<file path="src/rtl/cpu_pkg.sv">
// ---------------------------------------------------------------------------
// cpu_pkg
// Shared definitions for the CPU datapath slice.
//   - fetchState_t : encoding of the instruction fetch FSM (IDLE/REQ/WAIT/HOLD)
//   - RESET_PC     : default PC loaded when reset is asserted
//   - NOP_INSTR    : word presented to decode when no real instruction is held
//   - OPC_*        : primary opcode field values, shared with the Controller
//   - alignWord    : clears the byte-offset bits of an address
// ---------------------------------------------------------------------------
package cpu_pkg;

    typedef enum logic [1:0] {
        IDLE = 2'b00,
        REQ  = 2'b01,
        WAIT = 2'b10,
        HOLD = 2'b11
    } fetchState_t;

    localparam logic [31:0] RESET_PC  = 32'h0000_0000;
    localparam logic [31:0] NOP_INSTR = 32'h0000_0000;

    localparam logic [5:0] OPC_RTYPE = 6'b000000;
    localparam logic [5:0] OPC_J     = 6'b000010;
    localparam logic [5:0] OPC_BEQ   = 6'b000100;
    localparam logic [5:0] OPC_ADDI  = 6'b001000;
    localparam logic [5:0] OPC_LW    = 6'b100011;
    localparam logic [5:0] OPC_SW    = 6'b101011;

    // Instruction addresses are always word aligned, so any byte offset
    // supplied with a redirect is simply masked away.
    function automatic logic [31:0] alignWord(input logic [31:0] addr);
        return addr & 32'hFFFF_FFFC;
    endfunction

endpackage

</file>
<file path="src/rtl/instruction_fetch_unit_if_id_register.sv">
// ---------------------------------------------------------------------------
// if_id_register
// Pipeline register between fetch and decode.
//   Clk, Rst       : clock (rising edge) and asynchronous active-low reset
//   Load           : capture LoadWord / LoadPCPlus4 and mark the entry valid
//   Flush          : squash the entry (highest priority)
//   Stall          : decode cannot accept, hold the current entry
//   LoadWord       : instruction word to capture
//   LoadPCPlus4    : address of that instruction plus four
//   Instruction    : held instruction word (NOP_WORD when empty)
//   PCPlus4        : held address + 4
//   InstrValid     : entry holds a real instruction
// ---------------------------------------------------------------------------
module if_id_register #(
    parameter logic [31:0] NOP_WORD = cpu_pkg::NOP_INSTR
) (
    input  logic        Clk,
    input  logic        Rst,
    input  logic        Load,
    input  logic        Flush,
    input  logic        Stall,
    input  logic [31:0] LoadWord,
    input  logic [31:0] LoadPCPlus4,
    output logic [31:0] Instruction,
    output logic [31:0] PCPlus4,
    output logic        InstrValid
);

    // Priority is flush, then load, then hold-on-stall, then bubble.
    // A load is allowed to win over Stall because the fetch side only
    // asserts Load under stall when the register is empty, so nothing
    // the decode stage is looking at gets overwritten. PCPlus4 is left
    // alone on flush and bubble since it is meaningless without InstrValid.
    always_ff @(posedge Clk or negedge Rst) begin
        if (!Rst) begin
            Instruction <= NOP_WORD;
            PCPlus4     <= 32'h0000_0000;
            InstrValid  <= 1'b0;
        end else if (Flush) begin
            Instruction <= NOP_WORD;
            InstrValid  <= 1'b0;
        end else if (Load) begin
            Instruction <= LoadWord;
            PCPlus4     <= LoadPCPlus4;
            InstrValid  <= 1'b1;
        end else if (!Stall) begin
            Instruction <= NOP_WORD;
            InstrValid  <= 1'b0;
        end
    end

endmodule

</file>
<file path="src/rtl/instruction_fetch_unit.sv">
// ---------------------------------------------------------------------------
// instruction_fetch_unit
// Fetch stage: owns the PC, issues one outstanding request at a time to
// instruction memory and hands fetched words to decode through the IF/ID
// register.
//   Clk, Rst        : clock (rising edge), asynchronous active-low reset
//   Stall           : decode cannot accept, IF/ID must hold
//   PCSrc           : one-cycle taken-branch redirect from the Controller
//   BranchTarget    : redirect address (byte offset ignored)
//   IMemReq/IMemAddr: request and word-aligned address to instruction memory
//   IMemRdy         : memory accepts the request this cycle
//   IMemRespValid   : IMemRData carries the response this cycle
//   IMemRData       : fetched instruction word
//   Instruction     : IF/ID instruction word to decode
//   PCPlus4         : IF/ID address of that instruction + 4
//   InstrValid      : IF/ID holds a real instruction
//   PC              : current fetch PC (debug visibility)
// ---------------------------------------------------------------------------
module instruction_fetch_unit #(
    parameter logic [31:0] RESET_PC  = cpu_pkg::RESET_PC,
    parameter logic [31:0] NOP_INSTR = cpu_pkg::NOP_INSTR
) (
    input  logic        Clk,
    input  logic        Rst,
    input  logic        Stall,
    input  logic        PCSrc,
    input  logic [31:0] BranchTarget,
    output logic        IMemReq,
    output logic [31:0] IMemAddr,
    input  logic        IMemRdy,
    input  logic        IMemRespValid,
    input  logic [31:0] IMemRData,
    output logic [31:0] Instruction,
    output logic [31:0] PCPlus4,
    output logic        InstrValid,
    output logic [31:0] PC
);

    cpu_pkg::fetchState_t state;
    cpu_pkg::fetchState_t stateNext;

    logic [31:0] pcReg;
    logic [31:0] pcNext;
    logic [31:0] inflightPc;
    logic [31:0] inflightNext;
    logic [31:0] holdBuf;
    logic [31:0] holdNext;
    logic        drop;
    logic        dropNext;

    logic        ifIdLoad;
    logic [31:0] ifIdWord;
    logic        canLoad;
    logic [31:0] redirectPc;
    logic [31:0] inflightPlus4;

    // IF/ID can take a new word if decode is consuming this cycle or the
    // register is empty anyway.
    assign canLoad       = !Stall || !InstrValid;
    assign redirectPc    = cpu_pkg::alignWord(BranchTarget);
    assign inflightPlus4 = inflightPc + 32'd4;

    // The request is a pure function of state and PC. While a request sits
    // unaccepted in REQ, a redirect moves the PC and the address follows it
    // on the next cycle, which the handshake permits.
    assign IMemReq  = (state == cpu_pkg::REQ);
    assign IMemAddr = pcReg;
    assign PC       = pcReg;

    // Next-state logic for the fetch FSM. The Drop flag marks an accepted
    // request whose response belongs to the wrong path and must be thrown
    // away when it finally arrives; it is how a redirect cancels a request
    // that memory has already taken. A redirect overrides any load in the
    // same cycle and always wins the PC update.
    always_comb begin
        stateNext    = state;
        pcNext       = pcReg;
        inflightNext = inflightPc;
        holdNext     = holdBuf;
        dropNext     = drop;
        ifIdLoad     = 1'b0;
        ifIdWord     = IMemRData;

        case (state)
            cpu_pkg::IDLE: begin
                stateNext = cpu_pkg::REQ;
            end
            cpu_pkg::REQ: begin
                if (IMemRdy) begin
                    inflightNext = pcReg;
                    stateNext    = cpu_pkg::WAIT;
                    if (PCSrc) begin
                        dropNext = 1'b1;
                    end
                end
            end
            cpu_pkg::WAIT: begin
                if (IMemRespValid) begin
                    stateNext = cpu_pkg::REQ;
                    dropNext  = 1'b0;
                    if (!drop && !PCSrc) begin
                        if (canLoad) begin
                            ifIdLoad = 1'b1;
                        end else begin
                            holdNext  = IMemRData;
                            stateNext = cpu_pkg::HOLD;
                        end
                    end
                end else if (PCSrc) begin
                    dropNext = 1'b1;
                end
            end
            cpu_pkg::HOLD: begin
                if (PCSrc) begin
                    stateNext = cpu_pkg::REQ;
                end else if (!Stall) begin
                    ifIdLoad  = 1'b1;
                    ifIdWord  = holdBuf;
                    stateNext = cpu_pkg::REQ;
                end
            end
            default: begin
                stateNext = cpu_pkg::IDLE;
            end
        endcase

        if (ifIdLoad) begin
            pcNext = inflightPlus4;
        end
        if (PCSrc) begin
            pcNext = redirectPc;
        end
    end

    // State, PC, in-flight address, hold buffer and Drop flag. Reset
    // abandons any outstanding request simply by forgetting it: the FSM
    // restarts in IDLE and stray responses outside WAIT are never looked at.
    always_ff @(posedge Clk or negedge Rst) begin
        if (!Rst) begin
            state      <= cpu_pkg::IDLE;
            pcReg      <= RESET_PC;
            inflightPc <= RESET_PC;
            holdBuf    <= 32'h0000_0000;
            drop       <= 1'b0;
        end else begin
            state      <= stateNext;
            pcReg      <= pcNext;
            inflightPc <= inflightNext;
            holdBuf    <= holdNext;
            drop       <= dropNext;
        end
    end

    // The IF/ID register; PCSrc doubles as its flush so a redirect always
    // leaves a bubble behind it.
    if_id_register #(
        .NOP_WORD (NOP_INSTR)
    ) ifIdReg (
        .Clk         (Clk),
        .Rst         (Rst),
        .Load        (ifIdLoad),
        .Flush       (PCSrc),
        .Stall       (Stall),
        .LoadWord    (ifIdWord),
        .LoadPCPlus4 (inflightPlus4),
        .Instruction (Instruction),
        .PCPlus4     (PCPlus4),
        .InstrValid  (InstrValid)
    );

endmodule

</file>
<file path="config.mk">
export PLATFORM = sky130hd
export DESIGN_NAME = instruction_fetch_unit
export DESIGN_NICKNAME = d
export VERILOG_FILES = /design/src/rtl/cpu_pkg.sv /design/src/rtl/instruction_fetch_unit_if_id_register.sv /design/src/rtl/instruction_fetch_unit.sv
export SDC_FILE = /design/constraint.sdc
export NUM_CORES = 1
export LEC_CHECK = 0
export CAP_MARGIN = 20
export CORE_AREA = 8 8 133 135
export CTS_CLUSTER_DIAMETER = 150
export CTS_CLUSTER_SIZE = 16
export DETAILED_ROUTE_END_ITERATION = 10
export DIE_AREA = 0 0 141 143
export PLACE_DENSITY = 0.91
export SYNTH_ARGS = -nofsm -noshare
export SYNTH_HDL_FRONTEND = slang
export SYNTH_SLANG_ARGS = --single-unit
</file>
<file path="constraint.sdc">
create_clock -name Clk -period 2.15 [get_ports Clk]
set_input_delay 0.43 -clock Clk [delete_from_list [all_inputs] [get_ports Clk]]
set_output_delay 0.43 -clock Clk [all_outputs]
set_load 0.01 [all_outputs]
</file>
==> metrics.cfg, run 1 <==
[global_routing]
grt_use_total_pct = 19.5
grt_pass1_wl_mm = 31.2
antenna_found_initial = 0
grt_max_degree = 49
overflow = 0
grt_pass1_vias = 5933

[drt]
vias = 5654
postRouteAntennaNets = 0
wire_per_inst_um = 18.3
postRouteWirelength_mm = 19.6
drt-initial-drc-count = 306
avgViaCountPerCell = 5.28
drc = 0
drtPass1Iterations = 4

[logic_synthesis]
synth_seq_area_share_pct = 54.7
yosys.area.top_type = dfrtp_1
syn_area_um2 = 7500
synth_area_leaders = dfrtp_1, mux2_2, mux2i_1, nand2_1, buf_4
yosysWarnings = 0
ys_ff_latch = 164
avgSynthCellArea_um2 = 11.3
syn_inst = 666
ys_types = 43
netlist.area_leader.share_pct = 54.7
syn_nets = 740

[floorplan]
start_util_pct = 48.1
die_w_um = 141
die_area_um2 = 20200
die_h_um = 143
core.rowCount = 46
ios = 200
core-area_um2 = 15600

[timing]
layout_min_cycle_time_ps = 2020
maxClockFrequency_ghz = 0.496
fin_crit_sh_pct = 93.7
setup_viol = 0
holdWs_ps = 444
tightest_slew_ps = 573
setup_ws_ps = 135
slew_headroom_pct = 61.8
rsz0062_at_grt = false
hold_violations = 0
fin_skew_ps = 7.73
drv_slew = 0

[clocking]
cts_buffers = 17
cts.clk_slew.worst_paths_ps = 60
clock_tree.buffer_depth = 2
clock_latency_ps = 420
clockRootBuffer = clkbuf_16
tritoncts = done
htree_levels = 4
cts.sinks = 164

[finish]
diodes = 0
multiInputGateArea_um2 = 3030
seqCellArea_um2 = 4100
fill_cells = 1132
nNetsFinal = 916
utilization_pct = 66.3
syn_to_final_growth_pct = 37.8
final_layout_size_suffix_gt1_share_pct = 16.9

[critical_path]
endpoint_kind = flop
endpoint = ifIdReg.PCPlus4[30]
worst_r2r_path_depth = 6
r2r-end = ifIdReg.PCPlus4[30]
r2r-start = inflightPc[2]
required_ps = 2440
crit_type = flop to flop
cp-start-kind = flop
crit_path_max_fanout = 6
critPathLaunch = inflightPc[2]
rrSetupSlack_ps = 130
cp_data_arrival_time_ps = 2310

[power_and_ir_drop]
peakVddDrop_mv = 0.545
clkPwrFrac_pct = 26.8
combPwrFrac_pct = 32.4
switching_share_pct = 31.2
leakage_nw = 4.70
seq_power_share_pct = 40.8
p_per_area_nw_per_um2 = 1090
p_switching_mw = 3.51
p_int_mw = 7.73

[hold_path]
min_path_type = input port to flop
hold_depth = 3

[placed_design]
place.gp.congestion = 0.787
port_buffers = 197
dpl.hpwl_mm = 14.1
dpl_worst_slack_ps = -114

[run_status]
status = completed

[flow_run]
max-cap-violations = 0

[registers in the layout, summed over array words and instances, names as in the netlist]
signal,count
ifIdReg.Instruction,32
ifIdReg.PCPlus4,32
ifIdReg.InstrValid,1
state,2
IMemAddr,32
drop,1
holdBuf,32
inflightPc,32
[critical path, stage by stage, from the launching register on]
cell and delay [ps]:
dfrtp_1 430, ha_1 220, nand3_1 160, or2_2 430, nor4_2 320, xnor2_1 200, a21oi_1 120
[layout by cell type, fill, tap and decap left out, types with 2 or more instances in the layout]
cell             Yosys  routed
nand3b_1             2       2
mux2i_1             32      32
ha_1                 4       3
xor2_1              12      12
o21ai_1              8       8
o221ai_1             8       8
buf_6                2       3
clkbuf_16            0      18
inv_1                3       3
nor3_1               3       3
nand2_1             79      79
buf_4               32      15
o21ai_0             40      40
and3_1               4       4
nor4_1               2       2
or2_2                3       3
nor3b_1             15      14
mux2_2              68      68
nand4_2              3       3
nand3_1             13      13
nor4_2               3       3
nand2b_1             3       2
nor4_4               3       3
bufinv_16            0       2
clkdlybuf4s50_1      0     194
a21oi_1             38      38
clkinvlp_4           0       2
nand4_1              5       5
a22o_1               2       2
xnor2_1             16      16
clkinv_4             0       2
buf_12               0      10
dfrtp_1            164     164
clkbuf_1            22       3
clkbuf_8             0       4
a221o_1              7       7
nor2_1              46      46
[layer usage]
layer | share of wire, % | up-vias | global-route usage (%)
met2 | 51 | 174 | 34.1
met3 | 8.4 | 19 | 7.21
met1 | 39 | 2817 | 21.7
met4 | 1.4 | 0 | 6.05
met5 | 0 | - | 0
li1 | - | 2644 | -
[cell usage after synthesis, drive strengths merged]
library cell	number
buf	47
a311oi	1
o21ai	48
nand3b	2
mux2	68
nor3	3
nand3	13
ha	4
nand2	79
o31ai	1
a2bb2oi	1
a221o	7
xor2	12
nor3b	15
a21oi	38
mux2i	32
a21bo	1
dfrtp	164
a22o	2
and4	1
o211ai	1
o21bai	1
and2	1
o221ai	8
and3	4
inv	3
clkbuf	22
nor4	8
a21o	1
xnor2	16
nor2	46
or2	3
or3	1
nand2b	3
nand4	8
and4bb	1
[power by group through the flow]
stage	Clock [mW]	Combinational [mW]	Sequential, mW
floorplan	0	1.73	4.69
global placement	0	3.52	4.57
detailed placement	0	3.63	4.63
CTS	3.06	3.65	4.58
global route	3.21	3.93	4.69
finish	3.01	3.63	4.58
[worst min-delay path by stage]
stage          start                      to  slack, ps
2_1_floorplan    Rst             IMemAddr[0]        130
6_report       PCSrc                    drop        440
4_1_cts        PCSrc                    drop        420
5_1_grt        PCSrc                    drop        460
3_5_place_dp     Rst  ifIdReg.Instruction[2]        410
3_3_place_gp     Rst              holdBuf[1]        410
[layout make-up]
class	instances	area share, %
inverters	3	0.109
multi-input cells	430	29.3
clock buffers	24	4.76
clock inverters	7	0.944
well taps	216	2.61
repair buffers	226	22.6
flip-flops and latches	164	39.7
[repair_timing]
item,in CTS,in global routing
setup buffers,0,1
gates cloned,0,2
hold buffers,1,0
pin swaps,0,1
resized for setup,1,3
hold endpoints to repair,44,0
setup endpoints to repair,1,26
[per-stage QoR]
stage	cells	total power [mW]	instance area (µm²)	TNS, ps
after global routing	1070	11.8	10300	0
after detailed placement	1035	8.26	9700	-2900
after floorplan	666	6.42	7500	0
final	1070	11.2	10300	0
after global placement	1035	8.09	9700	0
after CTS	1067	11.3	10300	0
[logic make-up after synthesis]
group | count (synthesis) | share of synthesized area, %
buffers and inverters | 72 | 5.52
multiplexers | 100 | 14.5
flip-flops | 164 | 54.7
AO/OA/AOI/OAI | 110 | 8.61
AND/OR/NAND/NOR | 188 | 12.7
XOR/XNOR | 28 | 3.27
adder cells (fa/ha/maj) | 4 | 0.667
No activity file was read; power rests on OpenSTA's default activity.
==> inputs of run 2 (changes only) <==
--- a/config.mk
+++ b/config.mk
@@ -12,6 +12,7 @@
 export DETAILED_ROUTE_END_ITERATION = 10
 export DIE_AREA = 0 0 141 143
 export PLACE_DENSITY = 0.91
+export SLEW_MARGIN = 0
 export SYNTH_ARGS = -nofsm -noshare
 export SYNTH_HDL_FRONTEND = slang
 export SYNTH_SLANG_ARGS = --single-unit
==> constraint.sdc (replaced) <==
create_clock -name Clk -period 2.2 [get_ports Clk]
set_input_delay 0.44 -clock Clk [delete_from_list [all_inputs] [get_ports Clk]]
set_output_delay 0.44 -clock Clk [all_outputs]
set_load 0.01 [all_outputs]
==> metrics.cfg, run 2 (synthesis gave the netlist of run 1 again) <==
[floorplan]
die_h_um = 143  ; unchanged
die_area_um2 = 20200  ; unchanged
start_util_pct = 48.1  ; unchanged
ios = 200  ; unchanged
core-area_um2 = 15600  ; unchanged
core.rowCount = 46  ; unchanged
die_w_um = 141  ; unchanged

[hold_path]
min_path_type = input port to flop
min-delay-start = PCSrc

[drt]
vias = 5700  ; +0.81%
drt-initial-drc-count = 365  ; +19%
avgViaCountPerCell = 5.32  ; +0.72%
drtPass1Iterations = 4  ; unchanged
postRouteWirelength_mm = 19.5  ; -0.67%
drc = 0  ; unchanged
wire_per_inst_um = 18.2  ; -0.77%
postRouteAntennaNets = 0  ; unchanged

[critical_path]
r2r-start = inflightPc[2]
crit_path_max_fanout = 6  ; unchanged
endpoint_kind = flop
worstPathCellList = ha_1 -> nand3_1 -> or2_2 -> nor4_2 -> xnor2_1 -> a21oi_1
cp_slowest_cell = dfrtp_1
cp-start-kind = flop
path_buf_inv = 0  ; unchanged
required_ps = 2500  ; +60 ps
cp_top_family = simple AND/OR/NAND/NOR gates
max_stage_delay_ps = 440  ; about the same
crit_type = flop to flop
critPathLaunch = inflightPc[2]
cp_data_arrival_time_ps = 2310  ; about the same

[power_and_ir_drop]
peakVddDrop_mv = 0.516  ; -5.4%
p_per_area_nw_per_um2 = 1060  ; -2.2%
leakage_nw = 4.70  ; about the same
p_total_mw = 11.0  ; -2.2%

[placed_design]
port_buffers = 197  ; unchanged
dpl_worst_slack_ps = 26.4  ; +140 ps
placed_area_um2 = 9730  ; +0.36%
dpl.hpwl_mm = 14.2  ; +0.94%
place.gp.congestion = 0.815  ; +3.6%

[clocking]
clockRootBuffer = clkbuf_16
cts_buffers = 17  ; unchanged
htree_levels = 4  ; unchanged
clock_latency_ps = 420  ; about the same
post_cts_buffers = 0  ; unchanged
clock_tree.buffer_depth = 2  ; unchanged
cts.clk_slew.worst_paths_ps = 60  ; about the same
tritoncts = done
cts.sinks = 164  ; unchanged

[run_status]
status = completed

[global_routing]
grt_use_total_pct = 20.0  ; +0.47 points
met2_usage_pct = 34.5  ; +0.41 points
grtUsageMet3_pct = 7.88  ; +0.67 points
overflow = 0  ; unchanged
grt_pass1_vias = 5980  ; +0.79%
grt_max_degree = 49  ; unchanged
top_usage_layer = met2
grt_pass1_wl_mm = 31.5  ; +1.2%
grt_use_met1_pct = 22.0  ; +0.30 points
antenna_found_initial = 0  ; unchanged

[timing]
slew_headroom_pct = 61.5  ; -0.33 points
fin_setup_tns_ps = 0  ; unchanged
hold_violations = 0  ; unchanged
layout_min_cycle_time_ps = 2020  ; +2.54 ps
maxClockFrequency_ghz = 0.496  ; -0.13%
fin_skew_ps = 10.7  ; +3.02 ps
tightest_slew_ps = 576  ; +3.30 ps
setup_ws_ps = 182  ; +47.5 ps
rsz0062_at_grt = false
drv_slew = 0  ; unchanged
setup_viol = 0  ; unchanged
fin_crit_sh_pct = 91.7  ; -2.0 points

[finish]
nNetsFinal = 916  ; unchanged
multiInputGateArea_um2 = 3020  ; -0.12%
final_common_cell = clkdlybuf4s50_1
syn_to_final_growth_pct = 37.9  ; about the same
seqCellArea_um2 = 4100  ; unchanged
stdcell_area_um2 = 10300  ; about the same
layout_common_cells = clkdlybuf4s50_1, dfrtp_1, nand2_1
diodes = 0  ; unchanged
fill_cells = 1143  ; +0.97%
final_layout_size_suffix_gt1_share_pct = 17.2  ; +0.33 points

[flow_run]
max-cap-violations = 0  ; unchanged

run 2: cell count changes in the layout (fill, tap and decap cells not counted), moves of 2 or more:
cell and delta:
inv_6 +2, clkbuf_1 -2, buf_6 -2, clkinv_4 -2
clkinvlp_4 +3, buf_12 +2
run 2: metal layers:
layer | routed length [µm] | vias to the layer above | part of all wire, %
met1 | 7570 | 2831 | 39
li1 | - | 2655 | -
met5 | 0 | - | 0
met2 | 9900 | 189 | 51
met4 | 335 | 0 | 1.7
met3 | 1650 | 25 | 8.5
run 2: layout make-up:
type | instances | area share [%]
sequential | 164 | 39.7
multi-input combinational | 430 | 29.2
timing repair buffer | 226 | 22.6
clock buffer | 21 | 4.55
tap | 216 | 2.61
clock inverter | 11 | 1.21
inverter | 3 | 0.109
run 2: tightest hold or removal path, delay by kind of cell:
kind,cells,cell delay [ps]
AND/OR/NAND/NOR,2,170
buffers and inverters,1,100
run 2: repair_timing:
action | 4_1_cts | 5_1_grt
resized for setup | 0 | 2
endpoints found under the setup margin | 0 | 2
hold endpoints to repair | 43 | 0
hold buffers | 1 | 0
run 2: final timing paths:
kind,depth (start not counted),to,slack (ps)
min,3,ifIdReg.InstrValid,340
max,6,ifIdReg.PCPlus4[30],180
min in group asynchronous,2,holdBuf[1],540
max in group asynchronous,3,ifIdReg.Instruction[25],1000
min reg2reg,2,ifIdReg.Instruction[31],480
max reg2reg,6,ifIdReg.PCPlus4[30],180
run 2: power breakdown:
part | internal, mW | switching [mW]
Combinational | 1.98 | 1.58
Sequential | 3.78 | 0.691
Clock | 1.76 | 1.20
Total | 7.52 | 3.47
run 2: through the flow:
| step | hold WS, ps | utilization (%) | cells |
|---|---|---|---|
| 2_1_floorplan | 144 | - | 666 |
| 3_3_place_gp | 423 | 62.4 | 1038 |
| 3_5_place_dp | 426 | 62.4 | 1038 |
| 4_1_cts | 321 | 66.3 | 1071 |
| 5_1_grt | 334 | 66.3 | 1071 |
| 6_report | 335 | 66.3 | 1071 |
